===== src/rtl/mem_bus_arbiter_if.sv =====
// rtl/mem_bus_arbiter_if.sv - two-requester shared memory bus signal bundle
`ifndef SIZE_OF_THE_BUS
`define SIZE_OF_THE_BUS 32
`endif

interface mem_bus_arbiter_if;
  logic                        m0_valid;
  logic                        m0_instr;
  logic [`SIZE_OF_THE_BUS-1:0] m0_addr;
  logic [`SIZE_OF_THE_BUS-1:0] m0_wdata;
  logic [3:0]                  m0_wstrb;
  logic                        m0_ready;
  logic [`SIZE_OF_THE_BUS-1:0] m0_rdata;

  logic                        m1_valid;
  logic                        m1_instr;
  logic [`SIZE_OF_THE_BUS-1:0] m1_addr;
  logic [`SIZE_OF_THE_BUS-1:0] m1_wdata;
  logic [3:0]                  m1_wstrb;
  logic                        m1_ready;
  logic [`SIZE_OF_THE_BUS-1:0] m1_rdata;

  logic                        mem_valid;
  logic                        mem_instr;
  logic [`SIZE_OF_THE_BUS-1:0] mem_addr;
  logic [`SIZE_OF_THE_BUS-1:0] mem_wdata;
  logic [3:0]                  mem_wstrb;
  logic                        mem_ready;
  logic [`SIZE_OF_THE_BUS-1:0] mem_rdata;

  // Arbiter side: serves both requesters and drives the shared memory request.
  modport slave (
    input  m0_valid, m0_instr, m0_addr, m0_wdata, m0_wstrb,
    input  m1_valid, m1_instr, m1_addr, m1_wdata, m1_wstrb,
    input  mem_ready, mem_rdata,
    output m0_ready, m0_rdata, m1_ready, m1_rdata,
    output mem_valid, mem_instr, mem_addr, mem_wdata, mem_wstrb
  );

  modport master (
    output m0_valid, m0_instr, m0_addr, m0_wdata, m0_wstrb,
    output m1_valid, m1_instr, m1_addr, m1_wdata, m1_wstrb,
    output mem_ready, mem_rdata,
    input  m0_ready, m0_rdata, m1_ready, m1_rdata,
    input  mem_valid, mem_instr, mem_addr, mem_wdata, mem_wstrb
  );
endinterface


===== src/rtl/mem_bus_arbiter.sv =====
// rtl/mem_bus_arbiter.sv - round-robin two-requester memory bus arbiter
// Optional grant watchdog enabled by defining ARB_TIMEOUT_EN.
`ifndef SIZE_OF_THE_BUS
`define SIZE_OF_THE_BUS 32
`endif

module mem_bus_arbiter #(
  parameter int TIMEOUT_CYCLES = 1024
) (
  input  logic              clk,
  input  logic              resetn,
  mem_bus_arbiter_if.slave  bus,
  output logic              timeout_err
);
  localparam int DW = `SIZE_OF_THE_BUS;

  typedef enum logic [1:0] {IDLE, GNT0, GNT1} state_e;

  state_e state_q;
  logic   last_grant_q;  // 1: m1 was served last, so m0 wins a tie
  logic   gnt_valid;
  logic   done_ok;
  logic   tmo_hit;
  logic   xfer_done;
  logic   pick_m1;

  always_comb begin
    gnt_valid     = 1'b0;
    bus.mem_valid = 1'b0;
    bus.mem_instr = 1'b0;
    bus.mem_addr  = '0;
    bus.mem_wdata = '0;
    bus.mem_wstrb = '0;
    case (state_q)
      GNT0: begin
        gnt_valid     = bus.m0_valid;
        bus.mem_valid = bus.m0_valid;
        bus.mem_instr = bus.m0_instr;
        bus.mem_addr  = bus.m0_addr;
        bus.mem_wdata = bus.m0_wdata;
        bus.mem_wstrb = bus.m0_wstrb;
      end
      GNT1: begin
        gnt_valid     = bus.m1_valid;
        bus.mem_valid = bus.m1_valid;
        bus.mem_instr = bus.m1_instr;
        bus.mem_addr  = bus.m1_addr;
        bus.mem_wdata = bus.m1_wdata;
        bus.mem_wstrb = bus.m1_wstrb;
      end
      default: ;
    endcase
  end

  assign done_ok   = gnt_valid & bus.mem_ready;
  assign xfer_done = done_ok | tmo_hit;
  assign pick_m1   = bus.m1_valid & (~bus.m0_valid | ~last_grant_q);

  // A timed-out transfer completes with zero read data.
  assign bus.m0_ready = (state_q == GNT0) & xfer_done;
  assign bus.m1_ready = (state_q == GNT1) & xfer_done;
  assign bus.m0_rdata = ((state_q == GNT0) && done_ok) ? bus.mem_rdata : {DW{1'b0}};
  assign bus.m1_rdata = ((state_q == GNT1) && done_ok) ? bus.mem_rdata : {DW{1'b0}};

  always_ff @(posedge clk or negedge resetn) begin
    if (!resetn) begin
      state_q      <= IDLE;
      last_grant_q <= 1'b1;
    end else begin
      case (state_q)
        IDLE: begin
          if (bus.m0_valid || bus.m1_valid) begin
            state_q <= pick_m1 ? GNT1 : GNT0;
          end
        end
        GNT0, GNT1: begin
          if (!gnt_valid) begin
            state_q <= IDLE;
          end else if (xfer_done) begin
            state_q      <= IDLE;
            last_grant_q <= (state_q == GNT1);
          end
        end
        default: state_q <= IDLE;
      endcase
    end
  end

`ifdef ARB_TIMEOUT_EN
  localparam int CW = (TIMEOUT_CYCLES > 1) ? $clog2(TIMEOUT_CYCLES) : 1;

  logic [CW-1:0] cnt_q;
  logic          timeout_err_q;

  assign tmo_hit     = gnt_valid & ~bus.mem_ready & (cnt_q == CW'(TIMEOUT_CYCLES - 1));
  assign timeout_err = timeout_err_q;

  // Held at zero in IDLE so every grant starts counting from its first cycle.
  always_ff @(posedge clk or negedge resetn) begin
    if (!resetn) begin
      cnt_q         <= '0;
      timeout_err_q <= 1'b0;
    end else begin
      if (state_q == IDLE) begin
        cnt_q <= '0;
      end else if (gnt_valid && !bus.mem_ready && !tmo_hit) begin
        cnt_q <= cnt_q + 1'b1;
      end
      if (tmo_hit) begin
        timeout_err_q <= 1'b1;
      end
    end
  end
`else
  logic unused_cfg;

  assign tmo_hit     = 1'b0;
  assign timeout_err = 1'b0;
  assign unused_cfg  = (TIMEOUT_CYCLES == 0);
`endif

endmodule

===== src/flat_wrapper.sv =====
// flat-port wrapper written by rule: the top's interface ports become plain ports
module mem_bus_arbiter_flat 
#(
  parameter int TIMEOUT_CYCLES = 1024
)
  (clk, resetn, timeout_err, bus_m0_valid, bus_m0_instr, bus_m0_addr, bus_m0_wdata, bus_m0_wstrb, bus_m1_valid, bus_m1_instr, bus_m1_addr, bus_m1_wdata, bus_m1_wstrb, bus_mem_ready, bus_mem_rdata, bus_m0_ready, bus_m0_rdata, bus_m1_ready, bus_m1_rdata, bus_mem_valid, bus_mem_instr, bus_mem_addr, bus_mem_wdata, bus_mem_wstrb);
  mem_bus_arbiter_if bus_i ();
  input  logic clk;
  input  logic resetn;
  output logic timeout_err;
  input wire logic [$bits(bus_i.m0_valid)-1:0] bus_m0_valid;
  input wire logic [$bits(bus_i.m0_instr)-1:0] bus_m0_instr;
  input wire logic [$bits(bus_i.m0_addr)-1:0] bus_m0_addr;
  input wire logic [$bits(bus_i.m0_wdata)-1:0] bus_m0_wdata;
  input wire logic [$bits(bus_i.m0_wstrb)-1:0] bus_m0_wstrb;
  input wire logic [$bits(bus_i.m1_valid)-1:0] bus_m1_valid;
  input wire logic [$bits(bus_i.m1_instr)-1:0] bus_m1_instr;
  input wire logic [$bits(bus_i.m1_addr)-1:0] bus_m1_addr;
  input wire logic [$bits(bus_i.m1_wdata)-1:0] bus_m1_wdata;
  input wire logic [$bits(bus_i.m1_wstrb)-1:0] bus_m1_wstrb;
  input wire logic [$bits(bus_i.mem_ready)-1:0] bus_mem_ready;
  input wire logic [$bits(bus_i.mem_rdata)-1:0] bus_mem_rdata;
  output wire logic [$bits(bus_i.m0_ready)-1:0] bus_m0_ready;
  output wire logic [$bits(bus_i.m0_rdata)-1:0] bus_m0_rdata;
  output wire logic [$bits(bus_i.m1_ready)-1:0] bus_m1_ready;
  output wire logic [$bits(bus_i.m1_rdata)-1:0] bus_m1_rdata;
  output wire logic [$bits(bus_i.mem_valid)-1:0] bus_mem_valid;
  output wire logic [$bits(bus_i.mem_instr)-1:0] bus_mem_instr;
  output wire logic [$bits(bus_i.mem_addr)-1:0] bus_mem_addr;
  output wire logic [$bits(bus_i.mem_wdata)-1:0] bus_mem_wdata;
  output wire logic [$bits(bus_i.mem_wstrb)-1:0] bus_mem_wstrb;
  assign bus_i.m0_valid = bus_m0_valid;
  assign bus_i.m0_instr = bus_m0_instr;
  assign bus_i.m0_addr = bus_m0_addr;
  assign bus_i.m0_wdata = bus_m0_wdata;
  assign bus_i.m0_wstrb = bus_m0_wstrb;
  assign bus_i.m1_valid = bus_m1_valid;
  assign bus_i.m1_instr = bus_m1_instr;
  assign bus_i.m1_addr = bus_m1_addr;
  assign bus_i.m1_wdata = bus_m1_wdata;
  assign bus_i.m1_wstrb = bus_m1_wstrb;
  assign bus_i.mem_ready = bus_mem_ready;
  assign bus_i.mem_rdata = bus_mem_rdata;
  assign bus_m0_ready = bus_i.m0_ready;
  assign bus_m0_rdata = bus_i.m0_rdata;
  assign bus_m1_ready = bus_i.m1_ready;
  assign bus_m1_rdata = bus_i.m1_rdata;
  assign bus_mem_valid = bus_i.mem_valid;
  assign bus_mem_instr = bus_i.mem_instr;
  assign bus_mem_addr = bus_i.mem_addr;
  assign bus_mem_wdata = bus_i.mem_wdata;
  assign bus_mem_wstrb = bus_i.mem_wstrb;
  mem_bus_arbiter #(.TIMEOUT_CYCLES(TIMEOUT_CYCLES)) u_core (.clk(clk), .resetn(resetn), .bus(bus_i), .timeout_err(timeout_err));
endmodule

===== config.mk =====
export PLATFORM = sky130hd
export DESIGN_NAME = mem_bus_arbiter_flat
export DESIGN_NICKNAME = d
export VERILOG_FILES = /design/src/rtl/mem_bus_arbiter_if.sv /design/src/rtl/mem_bus_arbiter.sv /design/src/flat_wrapper.sv
export SDC_FILE = /design/constraint.sdc
export NUM_CORES = 1
export LEC_CHECK = 0
export ABC_CLOCK_PERIOD_IN_PS = 3350
export CAP_MARGIN = 25
export CORE_AREA = 2 2 121 123
export DETAILED_ROUTE_END_ITERATION = 8
export DIE_AREA = 0 0 123 125
export GPL_TIMING_DRIVEN = 0
export PLACE_DENSITY_LB_ADDON = 0.25
export SETUP_SLACK_MARGIN = 0.02
export SYNTH_ARGS = -nofsm -noshare
export SYNTH_HDL_FRONTEND = slang
export SYNTH_SLANG_ARGS = --single-unit

===== constraint.sdc =====
create_clock -name clk -period 3.35 [get_ports clk]
set_input_delay 0.5025 -clock clk [delete_from_list [all_inputs] [get_ports clk]]
set_output_delay 0.5025 -clock clk [all_outputs]
set_load 0.02 [all_outputs]

=== Word level (Yosys, flattened, before mapping) ===
Cells that the tools add are included.

* $add $sub $neg: 0
* Multiply operators: 0
* Divide/modulo/power cells: 0
* Order comparisons: 0
* Eq/ne operators: 4
* Shifts and indexed selects: 0
* Muxes and demuxes: 12
* Bitwise logic cells: 7
* Reduce and logical (&&, ||, !) cells: 7

{| class="wikitable"
|+ Operators by type and width
! kind !! number
|-
| $pmux W32 S2 || 2
|-
| $mux W32 || 2
|-
| $mux W2 || 4
|-
| $pmux W4 S2 || 1
|-
| $and A1 B1 Y1 || 4
|-
| $pmux W1 S2 || 2
|-
| $pmux W2 S2 || 1
|-
| $ne A3 B3 Y1 const B || 1
|-
| $reduce_and A3 Y1 || 1
|-
| $eq A2 B1 Y1 const B || 1
|-
| $eq A2 B2 Y1 const B || 1
|-
| $logic_and A1 B1 Y1 || 2
|-
| $logic_not A2 Y1 || 1
|-
| $ne A2 B1 Y1 const B || 1
|-
| $not A1 Y1 || 2
|-
| $reduce_and A2 Y1 || 1
|-
| $reduce_or A2 Y1 || 1
|-
| $logic_or A1 B1 Y1 || 1
|-
| $or A1 B1 Y1 || 1
|}

* Bits in registers: 3
* Bits in latches: 0
* Bits in writable memories: 0
* Memory bits (read-only): 0
* Input port bits: 175
* Output and inout port bits: 137
* Word-level logic and storage cells: 32
* Memories: 0

=== Longest topological paths before layout ===
* Word-level depth: 6
* Mapped depth: 7
* Gate-level depth less buffers: 5

=== Worst setup path before layout ===
OpenSTA, ideal clock, no wires.

* Path type: reg-to-output
* Start: reg u_core.state_q[0]
* End: out bus_m0_rdata[22]
* Arrival: 1.542 ns
* Data required time: 2.847 ns
* Path slack: 1.306 ns
* Stages on the path, launching flop included: 8
* Path through: dfrtp_1 inv_1 ha_1 buf_4 nand3_1 nor2_2 buf_2 and2_1

* Cells in the longest elaborated chain, start to end: 5
* Elaborated cells on any way between the ends: 6

{| class="wikitable"
|+ RTL lines
! element !! line !! text
|-
| start, declared || mem_bus_arbiter.sv:19 || <nowiki>state_e state_q;</nowiki>
|-
| start signal, assigned || mem_bus_arbiter.sv:73 || <nowiki>state_q <= pick_m1 ? GNT1 : GNT0;</nowiki>
|-
| $eq A2 B2 Y1 or $eq A2 B1 Y1 (tied branches) || mem_bus_arbiter.sv:34, mem_bus_arbiter.sv:62 ||
|-
| $pmux W1 S2 || mem_bus_arbiter.sv:34 || <nowiki>case (state_q)</nowiki>
|-
| $and A1 B1 Y1 || mem_bus_arbiter.sv:55 || <nowiki>assign done_ok = gnt_valid & bus.mem_ready;</nowiki>
|-
| $logic_and A1 B1 Y1 (*) || mem_bus_arbiter.sv:62 || <nowiki>assign bus.m0_rdata = ((state_q == GNT0) && done_ok) ? bus.mem_rdata : {DW{1'b0}};</nowiki>
|-
| $mux W32 (*) || mem_bus_arbiter.sv:62 ||
|-
| end, declared || flat_wrapper.sv:24 || <nowiki>output wire logic [$bits(bus_i.m0_rdata)-1:0] bus_m0_rdata;</nowiki>
|}

Every way passes the cells marked *; elsewhere a longest branch is shown, timed or not.

=== Final worst setup path ===
* Start: reg u_core.state_q[0]
* End: out bus_m0_rdata[9]

Same word-level chain as after synthesis.

==> metrics.md <==
| Metric | Value |
|---|---|
| Status | `finished clean` |
| Reg-to-Reg Start | `u_core.state_q[0]` |
| FP Rows | `44` |
| DR DRC count | `0` |
| Post-synthesis cell type count | `22` |
| Layout Cell Area excl Fill | `just over 5000 µm²` |
| RSZ-0062 raised after global routing | `false` |
| Share of cells above drive strength 1 | `0.05035` |
| R2R Path End | `u_core.state_q[1]` |
| Die height | `125 µm` |
| Fin. max-slew vios | `0` |
| Switching Share | `0.4851` |
| CP delay by family, top | `buffers and inverters` |
| Detailed Place HPWL | `approximately 10000 µm` |
| Clock root cell | `clkbuf_16` |
| Reg area | `about 76 µm²` |
| Slew margin rel. | `0.6318` |
| Period utilization | `0.9088` |
| Worst EP required | `about 2.9 ns` |
| Vias in the first global route | `around 3300` |
| Flop-to-flop setup slack | `1.65 ns` |
| Synthesis-to-layout area growth | `194.2%` |
| Antenna violations before repair | `0` |
| Gr usage total | `0.1399` |
| Vias | `3158` |
| Yosys reg bits | `3` |
| CTS tree | `done` |
| Die area | `15380 µm²` |
| Clock network power share | `0.062` |
| N_diodes | `0` |
| I/O pins | `312` |
| WL final | `12020 µm` |
| Combinational Power Share | `0.913` |
| Seq/Total Area, Yosys | `0.04345` |
| Setup Fix Bufs, Post-CTS | `0` |
| Max incr delay on CP | `between 0.6 and 0.7 ns` |
| Number of nets in the layout | `between 700 and 800` |
| CP Cell Sequence | `inv_1, ha_1, buf_4, nand3_1, nor2_2, buf_2, and2_1, clkdlybuf4s50_1` |
| Worst Setup SP | `u_core.state_q[0]` |
| Gr ovfl total | `0` |
| Yosys warning total | `0` |
| Post-DRT Antenna Nets | `0` |
| Syn_nets | `440` |
| Die X | `123 µm` |
| Crit path max-delay cell type | `clkdlybuf4s50_1` |
| Number of I/O port buffers | `310` |
| Pre-antenna DRT Iters | `4` |
| Largest net degree at the start of global routing | `11` |
| Mapped Cells | `about 260` |
| Bufs on Longest Clock Path | `2` |
| WS Path Type | `reg -> out` |
| Area occupied by multi-input gates | `1513 µm²` |
| Total clock sinks | `3` |
| PD cells | `about 600 nW/µm²` |
| Min-delay worst type | `in -> async` |
| Final Hold Viols | `0` |
| Final setup fails | `0` |
| Crit path buffers/inverters | `4` |
| Routed vias/inst | `4.155` |
| Int Pwr | `between 1.5 and 2 mW` |
| Area after DPL | `between 5000 and 6000 µm²` |
| Crit end category | `output pin` |
| Register share of total power | `0.024` |
| Final Wtd Congestion | `approximately 0.83` |
| Core area | `14200 µm²` |
| Wire length of the first global-routing pass | `17090 µm` |
| Setup Skew | `0.00004161 ns` |
| Synthesized cell area | `1757 µm²` |
| Fmax | `0.3285 GHz` |
| Worst skew pair latency | `0.22 ns` |
| CP Data Arrival Time | `around 2.5 ns` |
| Min Tclk post-route | `between 3 and 4 ns` |
| Initial Util | `0.1237` |
| Clock transition at the registers of the reported paths | `approximately 0.03 ns` |
| CP Max Fanout | `10` |
| Number of DRC violations after detailed-routing iteration 0 | `~130` |
| Post-layout util | `0.3639` |
| Wirelength per Cell | `approximately 16 µm` |
| P_sw | `around 1.5 mW` |
| H-Tree Depth | `1` |
| Lkg Pwr | `around 1.8 nW` |
| CTS Hold Bufs | `0` |
| Total CTS buffers | `3` |
| Avg Cell Area, Syn | `approximately 6.7 µm²` |
| Fillers | `between 1000 and 1500` |
| Max_cap viols | `0` |
| VDD IR max | `between 0.2 and 0.25 mV` |
| Worst-margin pin slew | `0.5523 ns` |
| Post-CTS sizing | `0` |
| Crit path launch type | `register` |
| FF-to-FF path depth | `6` |
| Final TNS setup | `0 ns` |
[power by group through the flow]
stage	Clock, mW	Sequential (mW)	Combinational (mW)
after CTS	0.193	0.0735	2.79
final	0.188	0.0737	2.76
after floorplan	0	0.0691	1.54
after detailed placement	0	0.0737	2.79
after global routing	0.196	0.0771	2.97
after global placement	0	0.0715	2.76
[synth_stat cells (all sizes together)]
cell	number	area share
a21boi	2	0.0085
a21o	1	0.0043
a21oi	2	0.0057
a22oi	70	0.30
a32o	2	0.011
and2	64	0.23
and2b	1	0.0043
buf	23	0.070
clkbuf	8	0.017
conb	1	0.0021
dfrtp	2	0.028
dfstp	1	0.015
ha	3	0.021
inv	4	0.0085
nand2b	1	0.0036
nand3	2	0.0057
nand4	1	0.0036
nor2	2	0.0071
nor2b	69	0.25
o22ai	2	0.0071
or2	1	0.0036
[area by class of cell]
type / instances / area share
clock buffers: 4 / 0.01525
repair buffers: 310 / 0.6003
multi-input cells: 224 / 0.2927
inverters: 4 / 0.002905
well taps: 184 / 0.04454
plain buffers: 31 / 0.02953
flip-flops and latches: 3 / 0.01477
[cells in the final DEF (no fill, tap or decap)]
cell,netlist,routed
a21o_1,1,1
nor2b_1,69,69
buf_2,20,20
clkbuf_1,8,9
or2_1,1,1
nor2_2,2,2
ha_1,3,3
and2b_1,1,1
inv_1,4,4
nand2b_1,1,1
a21boi_0,2,2
a22oi_1,70,70
conb_1,1,1
buf_4,3,3
a32o_1,2,2
nand4_1,1,1
dfrtp_1,2,2
a21oi_1,2,2
and2_1,64,64
clkdlybuf4s50_1,0,310
dfstp_2,1,1
nand3_1,2,2
clkbuf_16,0,3
o22ai_1,2,2
[per-layer routing]
metal  wire [µm]  GRT usage  vias to the layer above
li1            -          -                     1543
met1        4520     0.1541                     1424
met2        6145     0.2714                      179
met3        1231    0.03057                       12
met4         126    0.02340                        0
met5           0          0                        -
[logic make-up after synthesis]
family	Yosys count	share of synthesized area
adder cells (fa/ha/maj)	3	0.02137
AO/OA/AOI/OAI	79	0.3362
buffers and inverters	35	0.09544
AND/OR/NAND/NOR	141	0.5014
flip-flops	3	0.04345
other	1	0.002135
[how the worst max path moves through the flow]
stage,to,slack [ns],depth (start not counted)
6_report,bus_m0_rdata[9],0.31,8
5_1_grt,bus_m1_rdata[27],0.13,8
4_1_cts,bus_m0_rdata[9],0.23,8
3_5_place_dp,bus_m1_rdata[27],0.32,6
3_3_place_gp,bus_m1_rdata[27],0.35,6
2_1_floorplan,bus_m0_rdata[22],1.31,7
[flip-flops by register name, indices dropped and copies added (netlist names)]
signal and flops:
u_core.state_q 2, u_core.last_grant_q 1
[worst register-to-register path: cells and delay by family (launching register included)]
family,cells,cell delay (ns)
adder cells (fa/ha/maj),1,0.13
buffers and inverters,2,0.34
flip-flops,1,0.39
AO/OA/AOI/OAI,2,0.44
AND/OR/NAND/NOR,1,0.29
[through the flow]
step                std cells  total power [mW]  worst slack, ns  hold slack, ns
floorplan                 262             1.612            1.306          0.2069
global route              760             3.243           0.1268          0.4809
detailed placement        756             2.861           0.3168          0.5088
CTS                       760             3.060           0.2309          0.4632
finish                    760             3.021           0.3055          0.4642
global placement          756             2.833           0.3486          0.5069
(Power assumes the default switching activity.)
